`src/rtl/imem_port_arbiter.sv`:
```
// Round-robin arbiter that lets two I-caches share one byte-serial block instruction memory.
// Latency: a lone request is granted next cycle, memory runs 16 beats, and busywait releases 18 cycles after the request.
// Backpressure: the non-owner's busywait stays high. The owner is released for one RESP cycle unless it aborted.
module imem_port_arbiter #(
  parameter int ADDR_WIDTH = 28,
  parameter int DATA_WIDTH = 128,
  parameter int CNT_WIDTH  = 16
) (
  input  logic                  clock,
  input  logic                  reset,
  input  logic                  req0_read,
  input  logic [ADDR_WIDTH-1:0] req0_address,
  output logic [DATA_WIDTH-1:0] req0_readdata,
  output logic                  req0_busywait,
  input  logic                  req1_read,
  input  logic [ADDR_WIDTH-1:0] req1_address,
  output logic [DATA_WIDTH-1:0] req1_readdata,
  output logic                  req1_busywait,
  output logic                  mem_read,
  output logic [ADDR_WIDTH-1:0] mem_address,
  input  logic [DATA_WIDTH-1:0] mem_readdata,
  input  logic                  mem_busywait,
  output logic [CNT_WIDTH-1:0]  grant_count0,
  output logic [CNT_WIDTH-1:0]  grant_count1
);

  typedef enum logic [1:0] {
    IDLE  = 2'd0,
    GRANT = 2'd1,
    DRAIN = 2'd2,
    RESP  = 2'd3
  } state_t;

  state_t                state, state_next;
  logic                  owner, owner_next;
  logic                  last_owner;
  logic                  abort_q, abort_next;
  logic [ADDR_WIDTH-1:0] addr_q, addr_next;
  logic [DATA_WIDTH-1:0] resp_q;
  logic [CNT_WIDTH-1:0]  cnt0_q, cnt1_q;
  logic                  owner_read;

  // The owner's own read line; used to detect a request withdrawn mid-transaction.
  assign owner_read = owner ? req1_read : req0_read;

  // Next-state, arbitration and memory strobe. Nothing is granted outside IDLE, so RESP always leaves a one-cycle gap.
  always_comb begin
    state_next = state;
    owner_next = owner;
    addr_next  = addr_q;
    abort_next = abort_q;
    mem_read   = 1'b0;
    case (state)
      IDLE: begin
        if (req0_read || req1_read) begin
          // On a tie, the cache that was not served last wins.
          owner_next = (req0_read && req1_read) ? ~last_owner : req1_read;
          addr_next  = owner_next ? req1_address : req0_address;
          abort_next = 1'b0;
          state_next = GRANT;
        end
      end
      GRANT: begin
        mem_read = 1'b1;
        // A withdrawn request still finishes so the memory's beat counter stays aligned.
        if (!owner_read) abort_next = 1'b1;
        if (!mem_busywait) state_next = DRAIN;
      end
      DRAIN:   state_next = RESP;
      RESP:    state_next = IDLE;
      default: state_next = IDLE;
    endcase
  end

  // State, grant bookkeeping, response capture and saturating statistics.
  always_ff @(posedge clock) begin
    if (reset) begin
      state      <= IDLE;
      owner      <= 1'b0;
      last_owner <= 1'b1;
      abort_q    <= 1'b0;
      addr_q     <= '0;
      resp_q     <= '0;
      cnt0_q     <= '0;
      cnt1_q     <= '0;
    end else begin
      state   <= state_next;
      owner   <= owner_next;
      abort_q <= abort_next;
      addr_q  <= addr_next;
      if (state == DRAIN) begin
        // The block is complete during DRAIN. Aborted transactions are counted and captured too.
        resp_q     <= mem_readdata;
        last_owner <= owner;
        if (owner) begin
          if (cnt1_q != {CNT_WIDTH{1'b1}}) cnt1_q <= cnt1_q + CNT_WIDTH'(1);
        end else begin
          if (cnt0_q != {CNT_WIDTH{1'b1}}) cnt0_q <= cnt0_q + CNT_WIDTH'(1);
        end
      end
    end
  end

  assign req0_busywait = req0_read & ~((state == RESP) && !owner && !abort_q);
  assign req1_busywait = req1_read & ~((state == RESP) &&  owner && !abort_q);
  assign req0_readdata = resp_q;
  assign req1_readdata = resp_q;
  assign mem_address   = addr_q;
  assign grant_count0  = cnt0_q;
  assign grant_count1  = cnt1_q;

endmodule

```
`config.mk`:
```
export PLATFORM = sky130hd
export DESIGN_NAME = imem_port_arbiter
export DESIGN_NICKNAME = d
export VERILOG_FILES = /design/src/rtl/imem_port_arbiter.sv
export SDC_FILE = /design/constraint.sdc
export NUM_CORES = 1
export LEC_CHECK = 0
export CAP_MARGIN = 20
export CORE_AREA = 2 2 196 198
export DETAILED_ROUTE_END_ITERATION = 12
export DIE_AREA = 0 0 198 200
export HOLD_SLACK_MARGIN = 0.02
export PLACE_DENSITY = 0.58
export SETUP_SLACK_MARGIN = 0.05
export SYNTH_ARGS = -nofsm -noshare
export SYNTH_HDL_FRONTEND = slang
export SYNTH_SLANG_ARGS = --single-unit
```
`constraint.sdc`:
```
create_clock -name clock -period 2.25 [get_ports clock]
set_input_delay 0.3375 -clock clock [delete_from_list [all_inputs] [get_ports clock]]
set_output_delay 0.3375 -clock clock [all_outputs]
set_load 0.02 [all_outputs]
```
Word-level counts from Yosys, hierarchy flattened
Index checks and enable logic that the tools add are counted.

Latch bits: 0. Logic and storage cells: 49. Bits of input ports: 189. Memories kept: 0. Memory bits (read-only): 0. Bits in writable memories: 0. Output and inout bits: 319. Bits in registers: 193.

Bitwise logic cells: 6. Divide/modulo/power cells: 0. Shifts and indexed selects: 0. Add/sub/neg operators: 2. Reductions and logical operators: 15. Muxes and demuxes: 10. Magnitude comparators: 0. Multipliers: 0. Eq/ne operators: 8.

Operators with widths (number): $add 16x1->16 const B (2); $ne 16x16->1 const B (2); $mux 28 (1); $reduce_and 3->1 (3); $pmux 2 s4 (1); $ne 2x2->1 const B (3); $logic_and 1x1->1 (5); $mux 1 (5); $eq 2x2->1 const B (2); $mux 2 (2); $not 1->1 (4); $reduce_and 2->1 (2); $and 1x1->1 (2); $eq 2x1->1 const B (1); $logic_not 1->1 (2); $logic_not 2->1 (1); $pmux 1 s2 (1); $reduce_bool 2->1 (1); $logic_or 1x1->1 (1).

Logic depth before layout (Yosys ltp)
Word-level depth: 5. Mapped depth: 8. Depth with buffers taken out: 6.

Least setup slack after synthesis
OpenSTA, ideal clock, no wires.

Kind: reg2reg. Start point: reg cnt0_q[0], in the netlist grant_count0[0]. End point: reg cnt0_q[9], in the netlist grant_count0[9]. Required time: 2129 ps. Period minus slack after synthesis: 1935 ps. Arrival: 1815 ps. Cell stages (with the launch flop): 7. Setup time: 121 ps. Path slack: 315 ps. Buffers on the path: 1. Cells stage by stage: dfxtp_1 > ha_1 > and4_1 > and4b_4 > buf_6 > nor4b_1 > mux2_2.

Cells in the longest elaborated chain, start to end: 2. Elaborated cells on any way between the ends: 3. Classes of those cells: add/sub (1); eq/ne (1); reduce/logical (1).

Ends and longest elaborated chain: start: declaration (RTL line 40) `logic [CNT_WIDTH-1:0] cnt0_q, cnt1_q;`; start signal: assignment (RTL line 98) `if (cnt0_q != {CNT_WIDTH{1'b1}}) cnt0_q <= cnt0_q + CNT_WIDTH'(1);`; parallel branches: the longest is 2 deep, another holds $add 16x1->16.

Several ways; the timed one is not identified. A chain may end at the register's enable or synchronous reset.

Final worst setup path
Start point: reg state[1]. End point: out req1_busywait.

Cells in the longest elaborated chain, start to end: 5.

Ends and longest elaborated chain: start: declaration (RTL line 34) `state_t state, state_next;`; start signal: assignment (RTL line 87) `state <= state_next;`; $eq 2x2->1 (RTL line 105) `assign req1_busywait = req1_read & ~((state == RESP) && owner && !abort_q);`; $logic_and 1x1->1 (2 in a row) (RTL line 105); $not 1->1 (RTL line 105); $and 1x1->1 (RTL line 105); end: declaration (RTL line 18) `output logic req1_busywait,`.

Every way passes these cells.

==> results.sh <==
export IMPL_reg2reg_depth=6
export IMPL_ctsHoldBuffers=0
export IMPL_die_h_um=200
export IMPL_drv_slew=0
export IMPL_synth_edf_count=0
export IMPL_synth_top_family_by_area="multiplexers"
export IMPL_hold_slack_ns=0.299
export IMPL_h_tree_depth=4
export IMPL_hold_end="req0_readdata[4]$_SDFFE_PP0N_"
export IMPL_synth_top_area_share_pct=45.0
export IMPL_critPathKind="reg2out"
export IMPL_dieArea_sq_um=39600
export IMPL_clk_pin_slew_ns=0.07
export IMPL_synth_nets=1088
export IMPL_ios=508
export IMPL_clock_path_buffers=2
export IMPL_firstDrtPassIters=5
export IMPL_syn_instance_count=893
export IMPL_syn2layout_area_growth_pct=61.2
export IMPL_layout_area_seq_sq_um=3860
export IMPL_drive_above_1_share_pct=4.20
export IMPL_crit_fanout=4
export IMPL_ys_seq_elements=193
export IMPL_avgSynthCellArea_sq_um=9.62
export IMPL_antenna_found_initial=0
export IMPL_finalSetupViolations=0
export IMPL_nets=1446
export IMPL_async_flop_share_pct=0
export IMPL_synth_warnings=0
export IMPL_post_synth_top_area_cell="dfxtp_1"
export IMPL_cts_root_buf="clkbuf_16"
export IMPL_ir_worst_vdd_mv=0.506
export IMPL_worst_clock_skew_ns=0.00967
export IMPL_grt_usage_pct=14.0
export IMPL_pwr_density_cell_nw_per_um2=1010
export IMPL_max_freq_mhz=503
export IMPL_start_kind="register"
export IMPL_maxSlewHeadroom_pct=57.5
export IMPL_place_congestion=0.800
export IMPL_cts_resized=4
export IMPL_rr_endpoint="grant_count0[15]$_SDFFE_PP0P_"
export IMPL_cp_required_ns=1.91
export IMPL_place_hpwl_um=22000
export IMPL_initial_utilization_pct=23.0
export IMPL_min_from="reset"
export IMPL_grt_pass1_wl_um=42100
export IMPL_core_sq_um=37400
export IMPL_min_path_type="in2reg"
export IMPL_synthMuxAreaShare_pct=18.7
export IMPL_gr_total_overflow=0
export IMPL_vias=7458
export IMPL_synth_compound_area_share_pct=7.34
export IMPL_grt_max_degree=79
export IMPL_synth_adder_area_share_pct=0.874
export IMPL_antenna_cells=0
export IMPL_multiInputGateArea_sq_um=3520
export IMPL_post_cts_buffers=0
export IMPL_vias_per_cell=4.20
export IMPL_min_path_cells=2
export IMPL_finalHoldViolations=0
export IMPL_synth_simple_gate_area_share_pct=13.6
export IMPL_fillerInstances=3781
export IMPL_portBuffers=507
export IMPL_post_route_period_util_pct=88.4
export IMPL_tightest_slew_ns=0.637
export IMPL_r2r_setup_slack_ns=0.31
export IMPL_grt_pass1_vias=7214
export IMPL_clock_insertion_delay_worst_skew_ns=0.45
export IMPL_mostFrequentLayoutCell="clkdlybuf4s50_1"
export IMPL_layout_common_cells="503 x clkdlybuf4s50_1, 192 x dfxtp_1, 166 x nor2_1, 157 x mux2i_1, 30 x a21oi_1"
export IMPL_syn_area_sq_um=8590
export IMPL_endpoint_kind="output pin"
export IMPL_layout_min_cycle_time_ns=1.99
export IMPL_synth_cell_types=45
export IMPL_leakage_nw=4.79
export IMPL_cts_tree="yes"
export IMPL_die_w_um=198
export IMPL_clock_sinks=193
export IMPL_wl_um=29000
export IMPL_drc=0
export IMPL_detail_route_wl_per_cell_um=16.4
export IMPL_fin_tns_setup_ns=0
export IMPL_drtIter0Drc=199
export IMPL_synth_ff_type="dfxtp_1"
export IMPL_drv_cap=0
export IMPL_synth_area_leaders="dfxtp_1 45%, mux2i_1 18%, buf_4 12%"
export IMPL_ant_nets=0
export IMPL_regToRegStartpoint="state[0]$_SDFFE_PP0P_"
export IMPL_status="finished, final reports clean"
export IMPL_grt_setup_unrepaired="false"
export IMPL_cts_buffers_inserted=17
export IMPL_row_count=71
export IMPL_seq_area_frac_synth_pct=45.0
export IMPL_yosys_area_share_xor_xnor_pct=0.102
export IMPL_arrival_ns=1.65
synthesized netlist by cell type, types with 2 or more instances:
cell type / count
nand3b_1: 2
ha_1: 6
and2_1: 4
or4_1: 17
clkbuf_1: 27
and4_1: 6
o31a_1: 3
buf_2: 13
nor2_1: 166
buf_4: 132
o21ai_1: 3
a22oi_1: 2
mux2_2: 2
o31ai_1: 18
nand4_1: 8
nand2_1: 14
dfxtp_1: 193
inv_1: 9
a21oi_1: 30
nand3_1: 6
buf_6: 2
nor2b_1: 4
a211oi_1: 29
mux2i_1: 157
o21ai_0: 6
or3_1: 7
nor3_1: 3
nand4_2: 2
buf_1: 6
critical path, stage by stage (launching register included):
cell and delay (ns):
dfxtp_1 0.41, ha_1 0.18, inv_1 0.06, o31a_1 0.24, dlygate4sd2_1 0.32
worst max-delay path by stage:
stage / slack [ns] / end / startpoint / cells after the start
floorplan: 0.31 / grant_count0[9]$_SDFFE_PP0P_ / grant_count0[0]$_SDFFE_PP0P_ / 6
global placement: 0.19 / req0_busywait / req0_read / 3
detailed placement: 0.20 / req0_busywait / req0_read / 3
CTS: 0.21 / req1_busywait / state[1]$_SDFFE_PP0P_ / 4
global route: 0.14 / grant_count0[13]$_SDFFE_PP0P_ / state[0]$_SDFFE_PP0P_ / 6
finish: 0.26 / req1_busywait / state[1]$_SDFFE_PP0P_ / 4
registers in the layout, indices dropped and copies added (netlist names):
name           cells
last_owner         1
req0_readdata    128
grant_count0      16
grant_count1      16
mem_address       28
owner              1
abort_q            1
state              2
report_power, final:
part           switching (mW)  internal (mW)  total, mW
Sequential              0.574           4.10       4.67
Clock                    1.37           1.55       2.93
Combinational            3.27           3.15       6.41
logic make-up after synthesis:
family,count (synthesis)
AOI/OAI and AO/OA,96
xor gates and xnor gates,1
adders and majority gates,6
buffers and inverters,189
DFF,193
muxes,160
and+or+nand+nor,248
per-layer routing:
layer / GRT usage, % / share of wire [%]
met5: 0 / 0
met4: 5.32 / 1.9
met3: 3.09 / 5.3
met2: 23.8 / 49
met1: 17.2 / 43
per-stage QoR:
step	setup WS, ns	utilization [%]	total power [mW]	cell area (sq um)	instances
6_report	0.261	37.0	14.0	13800	1774
5_1_grt	0.145	37.0	14.8	13800	1774
4_1_cts	0.209	37.0	14.2	13800	1774
3_5_place_dp	0.197	35.6	11.2	13300	1743
3_3_place_gp	0.193	35.6	11.1	13300	1743
2_1_floorplan	0.315	-	8.67	8590	893
area by class of cell:
class                           count  area share, %
Tap cell                          511           4.62
Sequential cell                   193           27.9
Clock inverter                     12          0.786
Inverter                            9          0.244
Clock buffer                       19           3.20
Timing Repair Buffer              519           37.8
Multi-Input combinational cell    511           25.4
Power figures use the tool's default switching activity.
